## src/rtl/cpu_ctrl_pkg.sv

```systemverilog
// cpu_ctrl_pkg: shared constants and types for the RV32I multi-cycle controller.
//   - FSM state encoding (plain 3-bit constants)
//   - next-PC source, writeback source and trap cause encodings
//   - RV32I major opcodes, also consumed by the decode unit
//   - small opcode classification helpers
package cpu_ctrl_pkg;

  localparam logic [2:0] ST_FETCH   = 3'd0;
  localparam logic [2:0] ST_DECODE  = 3'd1;
  localparam logic [2:0] ST_EXECUTE = 3'd2;
  localparam logic [2:0] ST_MEM     = 3'd3;
  localparam logic [2:0] ST_WB      = 3'd4;
  localparam logic [2:0] ST_TRAP    = 3'd5;

  typedef enum logic [1:0] {
    PC_PLUS4  = 2'd0,
    PC_BRANCH = 2'd1,
    PC_JAL    = 2'd2,
    PC_JALR   = 2'd3
  } pc_sel_e;

  typedef enum logic [1:0] {
    WB_ALU = 2'd0,
    WB_MEM = 2'd1,
    WB_PC4 = 2'd2
  } wb_sel_e;

  typedef enum logic [1:0] {
    CAUSE_NONE    = 2'd0,
    CAUSE_ILLEGAL = 2'd1,
    CAUSE_IMEM_TO = 2'd2,
    CAUSE_DMEM_TO = 2'd3
  } trap_cause_e;

  localparam logic [6:0] OPC_R      = 7'b0110011;
  localparam logic [6:0] OPC_I_ALU  = 7'b0010011;
  localparam logic [6:0] OPC_LOAD   = 7'b0000011;
  localparam logic [6:0] OPC_STORE  = 7'b0100011;
  localparam logic [6:0] OPC_BRANCH = 7'b1100011;
  localparam logic [6:0] OPC_JAL    = 7'b1101111;
  localparam logic [6:0] OPC_JALR   = 7'b1100111;

  // Opcodes this sequencer knows how to execute; anything else traps.
  function automatic logic opc_is_legal(input logic [6:0] opc);
    case (opc)
      OPC_R, OPC_I_ALU, OPC_LOAD, OPC_STORE,
      OPC_BRANCH, OPC_JAL, OPC_JALR: opc_is_legal = 1'b1;
      default:                       opc_is_legal = 1'b0;
    endcase
  endfunction

  // Instructions whose ALU second operand is the immediate.
  function automatic logic opc_uses_imm(input logic [6:0] opc);
    case (opc)
      OPC_I_ALU, OPC_LOAD, OPC_STORE, OPC_JALR: opc_uses_imm = 1'b1;
      default:                                  opc_uses_imm = 1'b0;
    endcase
  endfunction

endpackage

```

## src/rtl/cpu_ctrl_if.sv

```systemverilog
// cpu_ctrl_if: control bundle between the sequencer and the datapath/memories.
//   master modport (sequencer): consumes decode fields, compare result and
//     memory ready flags; drives fetch/memory/regfile/PC strobes, retire
//     pulse, trap status and performance counters.
//   slave modport (datapath side): the mirror image.
interface cpu_ctrl_if
  import cpu_ctrl_pkg::*;
#(
  parameter int CNT_W = 32
);
  logic [6:0]       opcode;
  logic [2:0]       funct3;
  logic             branch_taken;
  logic             imem_ready;
  logic             dmem_ready;

  logic             imem_req;
  logic             ir_we;
  logic             dmem_req;
  logic             dmem_we;
  logic             alu_src_b;
  logic             rf_we;
  wb_sel_e          wb_sel;
  logic             pc_we;
  pc_sel_e          pc_sel;
  logic             instr_retired;
  logic             trap;
  trap_cause_e      trap_cause;
  logic [CNT_W-1:0] cycle_count;
  logic [CNT_W-1:0] instret_count;

  modport master (
    input  opcode, funct3, branch_taken, imem_ready, dmem_ready,
    output imem_req, ir_we, dmem_req, dmem_we, alu_src_b, rf_we, wb_sel,
           pc_we, pc_sel, instr_retired, trap, trap_cause,
           cycle_count, instret_count
  );

  modport slave (
    output opcode, funct3, branch_taken, imem_ready, dmem_ready,
    input  imem_req, ir_we, dmem_req, dmem_we, alu_src_b, rf_we, wb_sel,
           pc_we, pc_sel, instr_retired, trap, trap_cause,
           cycle_count, instret_count
  );

endinterface

```

## src/rtl/cpu_ctrl_fsm_perf_counters.sv

```systemverilog
// ctrl_perf_counters: free-running cycle and retired-instruction counters.
//   clk, rst      : clock, synchronous active-high reset (clears both)
//   cycle_en      : count this cycle
//   retire_en     : an instruction retires this cycle
//   cycle_count   : cycles counted so far (wraps)
//   instret_count : instructions retired so far (wraps)
module ctrl_perf_counters #(
  parameter int CNT_W = 32
) (
  input  logic             clk,
  input  logic             rst,
  input  logic             cycle_en,
  input  logic             retire_en,
  output logic [CNT_W-1:0] cycle_count,
  output logic [CNT_W-1:0] instret_count
);
  logic [CNT_W-1:0] cycle_q, cycle_d;
  logic [CNT_W-1:0] instret_q, instret_d;

  always_comb begin
    cycle_d   = cycle_q;
    instret_d = instret_q;
    if (cycle_en)  cycle_d   = cycle_q + CNT_W'(1);
    if (retire_en) instret_d = instret_q + CNT_W'(1);
  end

  always_ff @(posedge clk) begin
    if (rst) begin
      cycle_q   <= '0;
      instret_q <= '0;
    end else begin
      cycle_q   <= cycle_d;
      instret_q <= instret_d;
    end
  end

  assign cycle_count   = cycle_q;
  assign instret_count = instret_q;

endmodule

```

## src/rtl/cpu_ctrl_fsm.sv

```systemverilog
// cpu_ctrl_fsm: multi-cycle FETCH/DECODE/EXECUTE/MEM/WB sequencer for a
// single-issue RV32I core.
//   clk, rst : clock, synchronous active-high reset
//   bus      : cpu_ctrl_if master modport (decode fields and memory ready
//              flags in; IR/PC/regfile/memory strobes, retire pulse, sticky
//              trap + cause and performance counters out)
// Strobes are combinational from state, opcode and ready flags; state, the
// memory wait counter, trap cause and counters are registered.
module cpu_ctrl_fsm
  import cpu_ctrl_pkg::*;
#(
  parameter int MEM_TIMEOUT = 16,
  parameter int CNT_W       = 32
) (
  input  logic       clk,
  input  logic       rst,
  cpu_ctrl_if.master bus
);
  // wait_q counts request cycles that saw no ready; it only needs to reach
  // MEM_TIMEOUT-1, the value on the last cycle before the timeout fires.
  localparam int              WAIT_W    = (MEM_TIMEOUT > 1) ? $clog2(MEM_TIMEOUT) : 1;
  localparam logic [WAIT_W-1:0] WAIT_LAST = WAIT_W'(MEM_TIMEOUT - 1);

  logic [2:0]        state_q, state_d;
  logic [WAIT_W-1:0] wait_q, wait_d;
  trap_cause_e       cause_q, cause_d;
  logic              is_store;
  logic              unused_funct3;

  assign is_store      = (bus.opcode == OPC_STORE);
  assign unused_funct3 = ^bus.funct3;

  always_comb begin
    state_d           = state_q;
    wait_d            = wait_q;
    cause_d           = cause_q;
    bus.imem_req      = 1'b0;
    bus.ir_we         = 1'b0;
    bus.dmem_req      = 1'b0;
    bus.dmem_we       = 1'b0;
    bus.alu_src_b     = 1'b0;
    bus.rf_we         = 1'b0;
    bus.wb_sel        = WB_ALU;
    bus.pc_we         = 1'b0;
    bus.pc_sel        = PC_PLUS4;
    bus.instr_retired = 1'b0;

    // Strobes stay quiet for the whole reset cycle so an aborted instruction
    // can neither retire nor touch memory.
    if (!rst) begin
      case (state_q)
        ST_FETCH: begin
          bus.imem_req = 1'b1;
          if (bus.imem_ready) begin
            bus.ir_we = 1'b1;
            state_d   = ST_DECODE;
          end else if (wait_q == WAIT_LAST) begin
            state_d = ST_TRAP;
            cause_d = CAUSE_IMEM_TO;
          end else begin
            wait_d = wait_q + WAIT_W'(1);
          end
        end

        ST_DECODE: begin
          if (opc_is_legal(bus.opcode)) begin
            state_d = ST_EXECUTE;
          end else begin
            state_d = ST_TRAP;
            cause_d = CAUSE_ILLEGAL;
          end
        end

        ST_EXECUTE: begin
          bus.alu_src_b = opc_uses_imm(bus.opcode);
          case (bus.opcode)
            OPC_BRANCH: begin
              // Branches resolve here: no writeback, so retire immediately.
              bus.pc_we         = 1'b1;
              bus.instr_retired = 1'b1;
              if (bus.branch_taken) bus.pc_sel = PC_BRANCH;
              state_d = ST_FETCH;
            end
            OPC_LOAD, OPC_STORE: state_d = ST_MEM;
            default:             state_d = ST_WB;
          endcase
        end

        ST_MEM: begin
          bus.dmem_req  = 1'b1;
          bus.dmem_we   = is_store;
          bus.alu_src_b = 1'b1;  // keep the address operand stable
          if (bus.dmem_ready) begin
            if (is_store) begin
              bus.pc_we         = 1'b1;
              bus.instr_retired = 1'b1;
              state_d           = ST_FETCH;
            end else begin
              state_d = ST_WB;
            end
          end else if (wait_q == WAIT_LAST) begin
            state_d = ST_TRAP;
            cause_d = CAUSE_DMEM_TO;
          end else begin
            wait_d = wait_q + WAIT_W'(1);
          end
        end

        ST_WB: begin
          bus.rf_we         = 1'b1;
          bus.pc_we         = 1'b1;
          bus.instr_retired = 1'b1;
          state_d           = ST_FETCH;
          case (bus.opcode)
            OPC_LOAD: bus.wb_sel = WB_MEM;
            OPC_JAL: begin
              bus.wb_sel = WB_PC4;
              bus.pc_sel = PC_JAL;
            end
            OPC_JALR: begin
              bus.wb_sel = WB_PC4;
              bus.pc_sel = PC_JALR;
            end
            default: ;
          endcase
        end

        ST_TRAP: ;  // absorbing: only reset leaves

        default: state_d = ST_FETCH;  // unused encodings recover to fetch
      endcase
    end

    // Every wait window starts from zero on entry to a new state.
    if (state_d != state_q) wait_d = '0;
  end

  always_ff @(posedge clk) begin
    if (rst) begin
      state_q <= ST_FETCH;
      wait_q  <= '0;
      cause_q <= CAUSE_NONE;
    end else begin
      state_q <= state_d;
      wait_q  <= wait_d;
      cause_q <= cause_d;
    end
  end

  assign bus.trap       = (state_q == ST_TRAP);
  assign bus.trap_cause = cause_q;

  // Cycle counting stops once trapped; reset clears the counters directly.
  ctrl_perf_counters #(
    .CNT_W(CNT_W)
  ) u_perf (
    .clk          (clk),
    .rst          (rst),
    .cycle_en     (state_q != ST_TRAP),
    .retire_en    (bus.instr_retired),
    .cycle_count  (bus.cycle_count),
    .instret_count(bus.instret_count)
  );

endmodule

```

## src/flat_wrapper.sv

```systemverilog
// flat-port wrapper written by rule: the top's interface ports become plain ports
module cpu_ctrl_fsm_flat import cpu_ctrl_pkg::*;
#(
  parameter int MEM_TIMEOUT = 16,
  parameter int CNT_W       = 32
)
  (clk, rst, bus_opcode, bus_funct3, bus_branch_taken, bus_imem_ready, bus_dmem_ready, bus_imem_req, bus_ir_we, bus_dmem_req, bus_dmem_we, bus_alu_src_b, bus_rf_we, bus_wb_sel, bus_pc_we, bus_pc_sel, bus_instr_retired, bus_trap, bus_trap_cause, bus_cycle_count, bus_instret_count);
  cpu_ctrl_if #(.CNT_W(CNT_W)) bus_i ();
  input  logic clk;
  input  logic rst;
  input wire logic [$bits(bus_i.opcode)-1:0] bus_opcode;
  input wire logic [$bits(bus_i.funct3)-1:0] bus_funct3;
  input wire logic [$bits(bus_i.branch_taken)-1:0] bus_branch_taken;
  input wire logic [$bits(bus_i.imem_ready)-1:0] bus_imem_ready;
  input wire logic [$bits(bus_i.dmem_ready)-1:0] bus_dmem_ready;
  output wire logic [$bits(bus_i.imem_req)-1:0] bus_imem_req;
  output wire logic [$bits(bus_i.ir_we)-1:0] bus_ir_we;
  output wire logic [$bits(bus_i.dmem_req)-1:0] bus_dmem_req;
  output wire logic [$bits(bus_i.dmem_we)-1:0] bus_dmem_we;
  output wire logic [$bits(bus_i.alu_src_b)-1:0] bus_alu_src_b;
  output wire logic [$bits(bus_i.rf_we)-1:0] bus_rf_we;
  output wire logic [$bits(bus_i.wb_sel)-1:0] bus_wb_sel;
  output wire logic [$bits(bus_i.pc_we)-1:0] bus_pc_we;
  output wire logic [$bits(bus_i.pc_sel)-1:0] bus_pc_sel;
  output wire logic [$bits(bus_i.instr_retired)-1:0] bus_instr_retired;
  output wire logic [$bits(bus_i.trap)-1:0] bus_trap;
  output wire logic [$bits(bus_i.trap_cause)-1:0] bus_trap_cause;
  output wire logic [$bits(bus_i.cycle_count)-1:0] bus_cycle_count;
  output wire logic [$bits(bus_i.instret_count)-1:0] bus_instret_count;
  assign bus_i.opcode = bus_opcode;
  assign bus_i.funct3 = bus_funct3;
  assign bus_i.branch_taken = bus_branch_taken;
  assign bus_i.imem_ready = bus_imem_ready;
  assign bus_i.dmem_ready = bus_dmem_ready;
  assign bus_imem_req = bus_i.imem_req;
  assign bus_ir_we = bus_i.ir_we;
  assign bus_dmem_req = bus_i.dmem_req;
  assign bus_dmem_we = bus_i.dmem_we;
  assign bus_alu_src_b = bus_i.alu_src_b;
  assign bus_rf_we = bus_i.rf_we;
  assign bus_wb_sel = bus_i.wb_sel;
  assign bus_pc_we = bus_i.pc_we;
  assign bus_pc_sel = bus_i.pc_sel;
  assign bus_instr_retired = bus_i.instr_retired;
  assign bus_trap = bus_i.trap;
  assign bus_trap_cause = bus_i.trap_cause;
  assign bus_cycle_count = bus_i.cycle_count;
  assign bus_instret_count = bus_i.instret_count;
  cpu_ctrl_fsm #(.MEM_TIMEOUT(MEM_TIMEOUT), .CNT_W(CNT_W)) u_core (.clk(clk), .rst(rst), .bus(bus_i));
endmodule
```

## config.mk

```make
export PLATFORM = sky130hd
export DESIGN_NAME = cpu_ctrl_fsm_flat
export DESIGN_NICKNAME = d
export VERILOG_FILES = /design/src/rtl/cpu_ctrl_pkg.sv /design/src/rtl/cpu_ctrl_if.sv /design/src/rtl/cpu_ctrl_fsm_perf_counters.sv /design/src/rtl/cpu_ctrl_fsm.sv /design/src/flat_wrapper.sv
export SDC_FILE = /design/constraint.sdc
export NUM_CORES = 1
export LEC_CHECK = 0
export CORE_MARGIN = 1.5
export CORE_UTILIZATION = 53
export CTS_CLUSTER_SIZE = 24
export DETAILED_ROUTE_END_ITERATION = 7
export PLACE_DENSITY = 0.86
export RECOVER_POWER = 100
export REMOVE_ABC_BUFFERS = 1
export SLEW_MARGIN = 15
export SYNTH_ARGS = -nofsm -noshare
export SYNTH_HDL_FRONTEND = slang
export SYNTH_SLANG_ARGS = --single-unit
```

## constraint.sdc

```tcl
create_clock -name clk -period 4.3 [get_ports clk]
set_input_delay 0.645 -clock clk [delete_from_list [all_inputs] [get_ports clk]]
set_output_delay 0.645 -clock clk [all_outputs]
set_load 0.02 [all_outputs]
```

Word level (Yosys, flattened, before mapping) --
Index checks and enable logic that the tools add are counted.
Cells by class: add/sub/neg operators 3, eq/ne operators 20, mux-type cells 48, reduce and logical (&&, ||, !) cells 10
Operator list (count):
- $add A32 B1 Y32 const B | 2
- $eq A7 B7 Y1 const B | 3
- $mux W1 | 21
- $mux W2 | 9
- $mux W3 | 6
- $pmux W3 S5 | 1
- $eq A7 B6 Y1 const B | 2
- $mux W4 | 3
- $pmux W2 S2 | 3
- $pmux W4 S2 | 1
- $eq A7 B2 Y1 const B | 1
- $eq A7 B5 Y1 const B | 1
- $reduce_or A7 Y1 | 1
- $eq A3 B2 Y1 const B | 2
- $eq A3 B3 Y1 const B | 2
- $ne A2 B2 Y1 const B | 3
- $pmux W2 S3 | 1
- $pmux W3 S2 | 1
- $reduce_and A6 Y1 | 1
- $reduce_or A2 Y1 | 3
- $add A4 B1 Y4 const B | 1
- $eq A4 B4 Y1 const B | 1
- $ne A2 B1 Y1 const B | 2
- $reduce_or A4 Y1 | 1
- other kinds (9) | 9
Storage, ports and cells: register bits 73, input bits 15, output and inout bits 79, logic and storage cells 86

Logic depth before layout (Yosys ltp) --
Gate-level depths: netlist of the first run.
depth after elaboration 10, gate-level depth with buffers 8, depth with buffers taken out 7

Cells and area by module --
From an unflattened synthesis of the first run, not the netlist that was laid out.
Second synthesis, totals: cells, all modules 466, area total of the unflattened synthesis 3928.8 µm²
By module, submodules not included:
- ctrl_perf_counters | instances 1, cells an instance 354, area an instance 3052.9 µm², sequential area each 1281.2 µm²
- cpu_ctrl_fsm | instances 1, cells an instance 112, area an instance 875.8 µm², sequential area each 180.2 µm²

Worst setup path after synthesis of the first run --
No wires, ideal clock.
path type reg2out, start point register u_core.state_q[0], end point output bus_dmem_we, arrival time 2201 ps, required time 3655 ps, slack 1454 ps, cell stages (with the launch flop) 6, path buffers 2, path through dfxtp_1 buf_2 buf_1 inv_1 nor3_1 nor4b_1
On the way: word-level cells in the longest chain between the ends 3
Ends and longest elaborated chain:
- start: declaration | RTL line cpu_ctrl_fsm.sv:24 | logic [2:0] state_q, state_d;
- start signal: assignment | RTL line cpu_ctrl_fsm.sv:144 | state_q <= state_d;
- $eq A3 B2 Y1 | RTL line cpu_ctrl_fsm.sv:51 | case (state_q)
- $mux W1 | RTL line cpu_ctrl_fsm.sv:51
- $mux W1 | RTL line cpu_ctrl_fsm.sv:50 | if (!rst) begin
- end: declaration | RTL line flat_wrapper.sv:19 | output wire logic [$bits(bus_i.dmem_we)-1:0] bus_dmem_we;
Every way passes these cells.

Final worst setup path of the first run --
start point input bus_opcode[3], end point output bus_pc_we
On the way: word-level cells in the longest chain between the ends 5, elaborated cells on any way between the ends 7, classes of those cells eq/ne (2); mux (5)
Ends and longest elaborated chain:
- start: declaration | RTL line flat_wrapper.sv:11 | input wire logic [$bits(bus_i.opcode)-1:0] bus_opcode;
- $eq A7 B6 Y1 | RTL line cpu_ctrl_fsm.sv:30 | assign is_store = (bus.opcode == OPC_STORE);
- $mux W1 | RTL line cpu_ctrl_fsm.sv:94 | if (is_store) begin
- $mux W1 | RTL line cpu_ctrl_fsm.sv:93 | if (bus.dmem_ready) begin
- $pmux W1 S3 * | RTL line cpu_ctrl_fsm.sv:51
- $mux W1 * | RTL line cpu_ctrl_fsm.sv:50
- end: declaration | RTL line flat_wrapper.sv:23 | output wire logic [$bits(bus_i.pc_we)-1:0] bus_pc_we;
Every way passes the cells marked *; elsewhere a longest branch is shown, timed or not.

==> results of run 1 <==
[registers in the layout, indices dropped and copies added, names as in the netlist]
register and cells:
u_core.wait_q 4, u_core.u_perf.cycle_count 32, u_core.bus.trap_cause 2, u_core.u_perf.instret_count 32, u_core.state_q 3
[power by group through the flow]
| stage | registers (mW) | logic (mW) | clock network (mW) |
|---|---|---|---|
| 6_report | 0.739 | 0.227 | 0.639 |
| 5_1_grt | 0.744 | 0.249 | 0.671 |
| 4_1_cts | 0.739 | 0.241 | 0.646 |
| 3_3_place_gp | 0.753 | 0.232 | 0 |
| 3_5_place_dp | 0.755 | 0.241 | 0 |
| 2_1_floorplan | 0.759 | 0.136 | 0 |
[layout make-up]
class	count	area, um2	area share
Clock buffer	10	128	0.0269
Clock inverter	5	104	0.0219
Inverter	6	22.5	0.00474
Multi-Input combinational cell	331	2020	0.426
Sequential cell	73	1460	0.308
Tap cell	80	100	0.0211
Timing Repair Buffer	92	911	0.192
[cells in the mapped netlist (all sizes together), types with 2 or more instances]
cell,n,share of area
dfxtp,73,0.40
nor2,72,0.074
xor2,44,0.11
nand3,35,0.048
nand2,28,0.029
nand4,18,0.031
and3,16,0.027
clkbuf,13,0.013
xnor2,13,0.031
a21oi,12,0.020
nor3,11,0.016
or3,10,0.017
buf,9,0.015
o21ai,9,0.012
inv,6,0.0062
and4,5,0.012
a211oi,4,0.0082
a31oi,4,0.0068
and2,4,0.0068
nand2b,4,0.011
nor4,4,0.0086
or2,4,0.0068
ha,3,0.010
mux2i,3,0.0082
nor4b,3,0.0089
o21a,3,0.0062
a41oi,2,0.0048
nand3b,2,0.0051
o31ai,2,0.0041
[routing by layer]
metal / wire length [um] / up-vias / share of wire / track usage
met5: 0 / - / 0 / 0
met1: 3830 / 1595 / 0.44 / 0.297
li1: - / 1676 / - / -
met2: 4420 / 95 / 0.51 / 0.407
met3: 366 / 8 / 0.042 / 0.0510
met4: 113 / 0 / 0.013 / 0.0894
[critical path, cell delays in order]
cell           delay, ns
dlygate4sd3_1       0.58
nand4bb_1           0.43
a2111o_1            0.49
a21oi_1             0.20
dlygate4sd3_1       0.70
[cells by family (layout without fill, tap and decap cells)]
group / Yosys count / count (layout) / share of synthesized area
adder cells (fa/ha/maj): 4 / 4 / 0.0130
AND/OR/NAND/NOR: 221 / 221 / 0.316
multiplexers: 3 / 3 / 0.00822
buffers and inverters: 28 / 113 / 0.0349
XOR/XNOR: 57 / 57 / 0.137
AO/OA/AOI/OAI: 46 / 46 / 0.0914
flip-flops: 73 / 73 / 0.400
[worst paths after layout]
path | endpoint | cells after the start | slack, ns | startpoint
setup / recovery | bus_pc_we | 5 | 0.61 | bus_opcode[3]
hold / removal | u_core.bus.trap_cause[1] | 2 | 0.46 | u_core.bus.trap_cause[1]
setup reg to reg | u_core.u_perf.instret_count[22] | 6 | 1.26 | u_core.state_q[0]
hold reg to reg | u_core.bus.trap_cause[1] | 2 | 0.46 | u_core.bus.trap_cause[1]
==> metrics.cfg, run 1 <==
[cts]
clk_pin_slew_ns = 0.08
cts_sinks = 73
clk-insertion-delay-late_ns = 0.35
cts.path.max_buffers = 2
root_buffer = clkbuf_8
cts_tree = yes
cts_setup_buffers = 0
numCtsBuffers = 9
cts_resized = 0
cts_hold_buffers = 0
htree_num_levels = 3

[timing]
min_period_ns = 3.69
setup_viol = 0
finalHoldViolCount = 0
max_freq_ghz = 0.271
hold_ws_ns = 0.457
maxSlewViolCount = 0
worstMarginPinSlew_ns = 1.27
min_period_over_period = 0.857
fin_setup_tns_ns = 0
rsz0062_at_grt = false
slew_headroom = 0.150
skew_ns = 0.0108
postLayoutSetupSlackWorst_ns = 0.615

[die]
coreArea_um2 = 6720
die_area_um2 = 7400
start_util = 0.544
die_h_um = 86.0
die_w_um = 86.0
io_pins = 94
rows = 30

[setup_path]
cp_max_fo = 9
critPathLaunchType = input port
worstPathRequired_ns = 3.65
worstSetupPathType = input port to output pin
cp-end-kind = output pin
worstPathArrival_ns = 3.04

[finish]
design_area_um2 = 4750
layout_common_cells = dlygate4sd3_1 (81), dfxtp_1 (73), nor2_1 (72)
nNetsFinal = 531
fin_util = 0.707
fill_cells = 536
final_common_cell = dlygate4sd3_1
num_antenna_cells = 0
final_cells = 597
syn_to_final_growth_pct = 29.9
drive_gt1_frac = 0.0503

[synth]
avgSynthCellArea_um2 = 8.46
synth-edff-count = 0
yosys_warnings = 0
synth_area_um2 = 3650
yosysUniqueCellTypes = 55
ys.flop_type = dfxtp_1
synthCells = 432
ys_seq_elements = 73
async_flop_share = 0
ys_seq_area_frac = 0.400

[grt]
grt_max_degree = 36
grt_use_total = 0.239
gr-total-overflow = 0
antenna_found_initial = 0
grt_pass1_wl_um = 14300
grt_pass1_vias = 3068

[power_and_ir_drop]
comb_power_share = 0.141
sequentialPowerShare = 0.461
p_int_mw = 1.18
switching_share = 0.265
p_leak_nw = 1.97
switchingPower_mw = 0.426
power_mw = 1.60
peakVddDrop_uv = 194
p_per_area_nw_per_um2 = 338
p_clk_frac = 0.398

[drt]
finalWirelength_um = 8720
vias = 3374
wl_per_cell_um = 14.6
drc = 0
drtAntennaViolNets = 0
drt-pass1-iter-count = 7
drtIter0Drc = 117
viasPerCell = 5.65

[placed_design]
place.port_buffers = 90
dpl_cell_area_um2 = 4560
pre_cts_ws_ns = 0.710
place_inst = 582
gp_congestion = 0.866
place.detailed.hpwl_um = 6220

[hold_path]
holdCritPathClass = flop to flop

[run_status]
status = finished clean

[job]
drv_cap = 0

Note: power is estimated with default switching activity, not from simulation.
==> run 2: changes to the inputs <==
Settings changed: CORE_MARGIN 1.5 to 1, SLEW_MARGIN 15 to 10.
==> metrics.cfg, run 2 (synthesis results as in run 1) <==
[drt]
viasPerCell = 5.70  ; +0.77%
wl_per_cell_um = 14.3  ; -2.0%
vias = 3383  ; +0.27%
drtAntennaViolNets = 0  ; unchanged
drc = 0  ; unchanged
drtIter0Drc = 194  ; +66%
drt-pass1-iter-count = 4  ; -3
finalWirelength_um = 8500  ; -2.5%

[power_and_ir_drop]
switchingPower_mw = 0.418  ; -1.9%
peakVddDrop_uv = 193  ; -0.84%
p_per_area_nw_per_um2 = 337  ; -0.23%
p_int_mw = 1.18  ; +0.16%
p_clk_frac = 0.396  ; -0.002
p_leak_nw = 1.96  ; -0.21%
sequentialPowerShare = 0.462  ; about the same
comb_power_share = 0.141  ; about the same
switching_share = 0.261  ; -0.00402

[die]
rows = 29  ; -3.3%
start_util = 0.563  ; +0.0188
die_h_um = 85.0  ; -1.2%
coreArea_um2 = 6490  ; -3.3%
die_w_um = 85.0  ; -1.2%
io_pins = 94  ; unchanged
die_area_um2 = 7230  ; -2.3%

[placed_design]
place.detailed.hpwl_um = 6020  ; -3.2%
place.port_buffers = 90  ; unchanged
pre_cts_ws_ns = 0.717  ; +0.00687 ns
gp_congestion = 0.810  ; -6.4%

[setup_path]
critical-path-max-stage-delay_ns = 0.70  ; about the same
cp-end-kind = output pin
reg2reg_slack_ns = 1.23  ; -0.03 ns
worstPathRequired_ns = 3.65  ; about the same
r2r_cells = 6  ; unchanged
path_cells = dlygate4sd3_1 > nand4bb_1 > a2111o_1 > a21oi_1 > dlygate4sd3_1
crit_top_cell = dlygate4sd3_1
cp_max_fo = 9  ; unchanged
worstPathArrival_ns = 3.01  ; -0.03 ns
worst_path_max_delay_cell = dlygate4sd3_1
worstSetupPathType = input port to output pin
r2r-end = u_core.u_perf.instret_count[19]
critPathLaunchType = input port
rr_startpoint = u_core.state_q[0]

[timing]
max_freq_ghz = 0.273  ; +0.75%
skew_ns = 0.0132  ; +0.00236 ns
fin_setup_tns_ns = 0  ; unchanged
min_period_ns = 3.66  ; -0.0275 ns
finalHoldViolCount = 0  ; unchanged
maxSlewViolCount = 0  ; unchanged
rsz0062_at_grt = false
hold_ws_ns = 0.457  ; -0.00000500 ns
postLayoutSetupSlackWorst_ns = 0.642  ; +0.0275 ns
setup_viol = 0  ; unchanged
worstMarginPinSlew_ns = 1.28  ; +0.00570 ns
min_period_over_period = 0.851  ; -0.00640
slew_headroom = 0.146  ; -0.00381

[grt]
grt_use_total = 0.245  ; +0.00588
gr-total-overflow = 0  ; unchanged
antenna_found_initial = 0  ; unchanged
grt_pass1_vias = 3213  ; +4.7%
grt_max_degree = 53  ; +47%
grt_pass1_wl_um = 14300  ; +0.24%

[cts]
numCtsBuffers = 9  ; unchanged
htree_num_levels = 3  ; unchanged
root_buffer = clkbuf_8
cts.path.max_buffers = 2  ; unchanged
cts_hold_buffers = 0  ; unchanged
cts_tree = yes
cts_sinks = 73  ; unchanged
cts_resized = 0  ; unchanged
clk-insertion-delay-late_ns = 0.35  ; about the same
cts_setup_buffers = 0  ; unchanged
clk_pin_slew_ns = 0.07  ; about the same

[job]
drv_cap = 0  ; unchanged

[finish]
final_common_cell = dlygate4sd3_1
drive_gt1_frac = 0.0484  ; -0.00193
nNetsFinal = 530  ; -0.19%
layout_common_cells = dlygate4sd3_1 (81), dfxtp_1 (73), nor2_1 (72)
syn_to_final_growth_pct = 29.7
num_antenna_cells = 0  ; unchanged
fill_cells = 482  ; -10%

[hold_path]
worstHoldStart = u_core.bus.trap_cause[1]
min_to = u_core.bus.trap_cause[1]
whs_path_depth = 2  ; unchanged
holdCritPathClass = flop to flop

[run_status]
status = finished clean

run 2: changes by cell type in the layout (fill, tap and decap cells not counted), sizes merged:
cell    delta
inv        -1
clkinv     +1
buf        -1
clkbuf     +1
run 2: power by group through the flow:
stage	registers, mW	clock network [mW]	logic, mW
floorplan	0.759	0	0.136
detailed placement	0.755	0	0.238
CTS	0.740	0.640	0.240
finish	0.739	0.634	0.226
global route	0.744	0.676	0.247
global placement	0.753	0	0.231
run 2: critical path, delay by kind of cell:
kind / cells / cell delay, ns
buf+inv: 2 / 1.28
compound gates: 2 / 0.67
simple gates: 1 / 0.42
run 2: cell type report:
cell class	count	area (um2)	share of cell area
Inverter	6	22.5	0.00475
Sequential cell	73	1460	0.308
Timing Repair Buffer	91	903	0.191
Clock buffer	11	131	0.0277
Clock inverter	5	104	0.0219
Multi-Input combinational cell	331	2020	0.426
Tap cell	77	96.3	0.0203
run 2: through the flow:
step,instances,cell area [um2],power (mW),util
detailed placement,578,4550,0.993,0.700
finish,594,4740,1.60,0.730
CTS,594,4780,1.62,0.736
floorplan,410,3550,0.895,-
global route,594,4740,1.67,0.730
global placement,578,4550,0.984,0.700
run 2: how the worst max path moves through the flow:
stage | start | to | slack [ns]
5_1_grt | bus_opcode[3] | bus_pc_we | 0.52
3_5_place_dp | bus_opcode[3] | bus_pc_we | 0.72
6_report | bus_opcode[3] | bus_pc_we | 0.64
3_3_place_gp | bus_opcode[3] | bus_instr_retired | 0.77
2_1_floorplan | bus_opcode[3] | bus_instr_retired | 1.52
4_1_cts | bus_opcode[3] | bus_pc_we | 0.71
run 2: metal layers:
metal  vias to the layer above  track usage  share of wire
met3                        10       0.0671          0.052
met1                      1618        0.281           0.44
met5                         -            0              0
met4                         0        0.105          0.017
li1                       1670            -              -
met2                        85        0.428           0.49
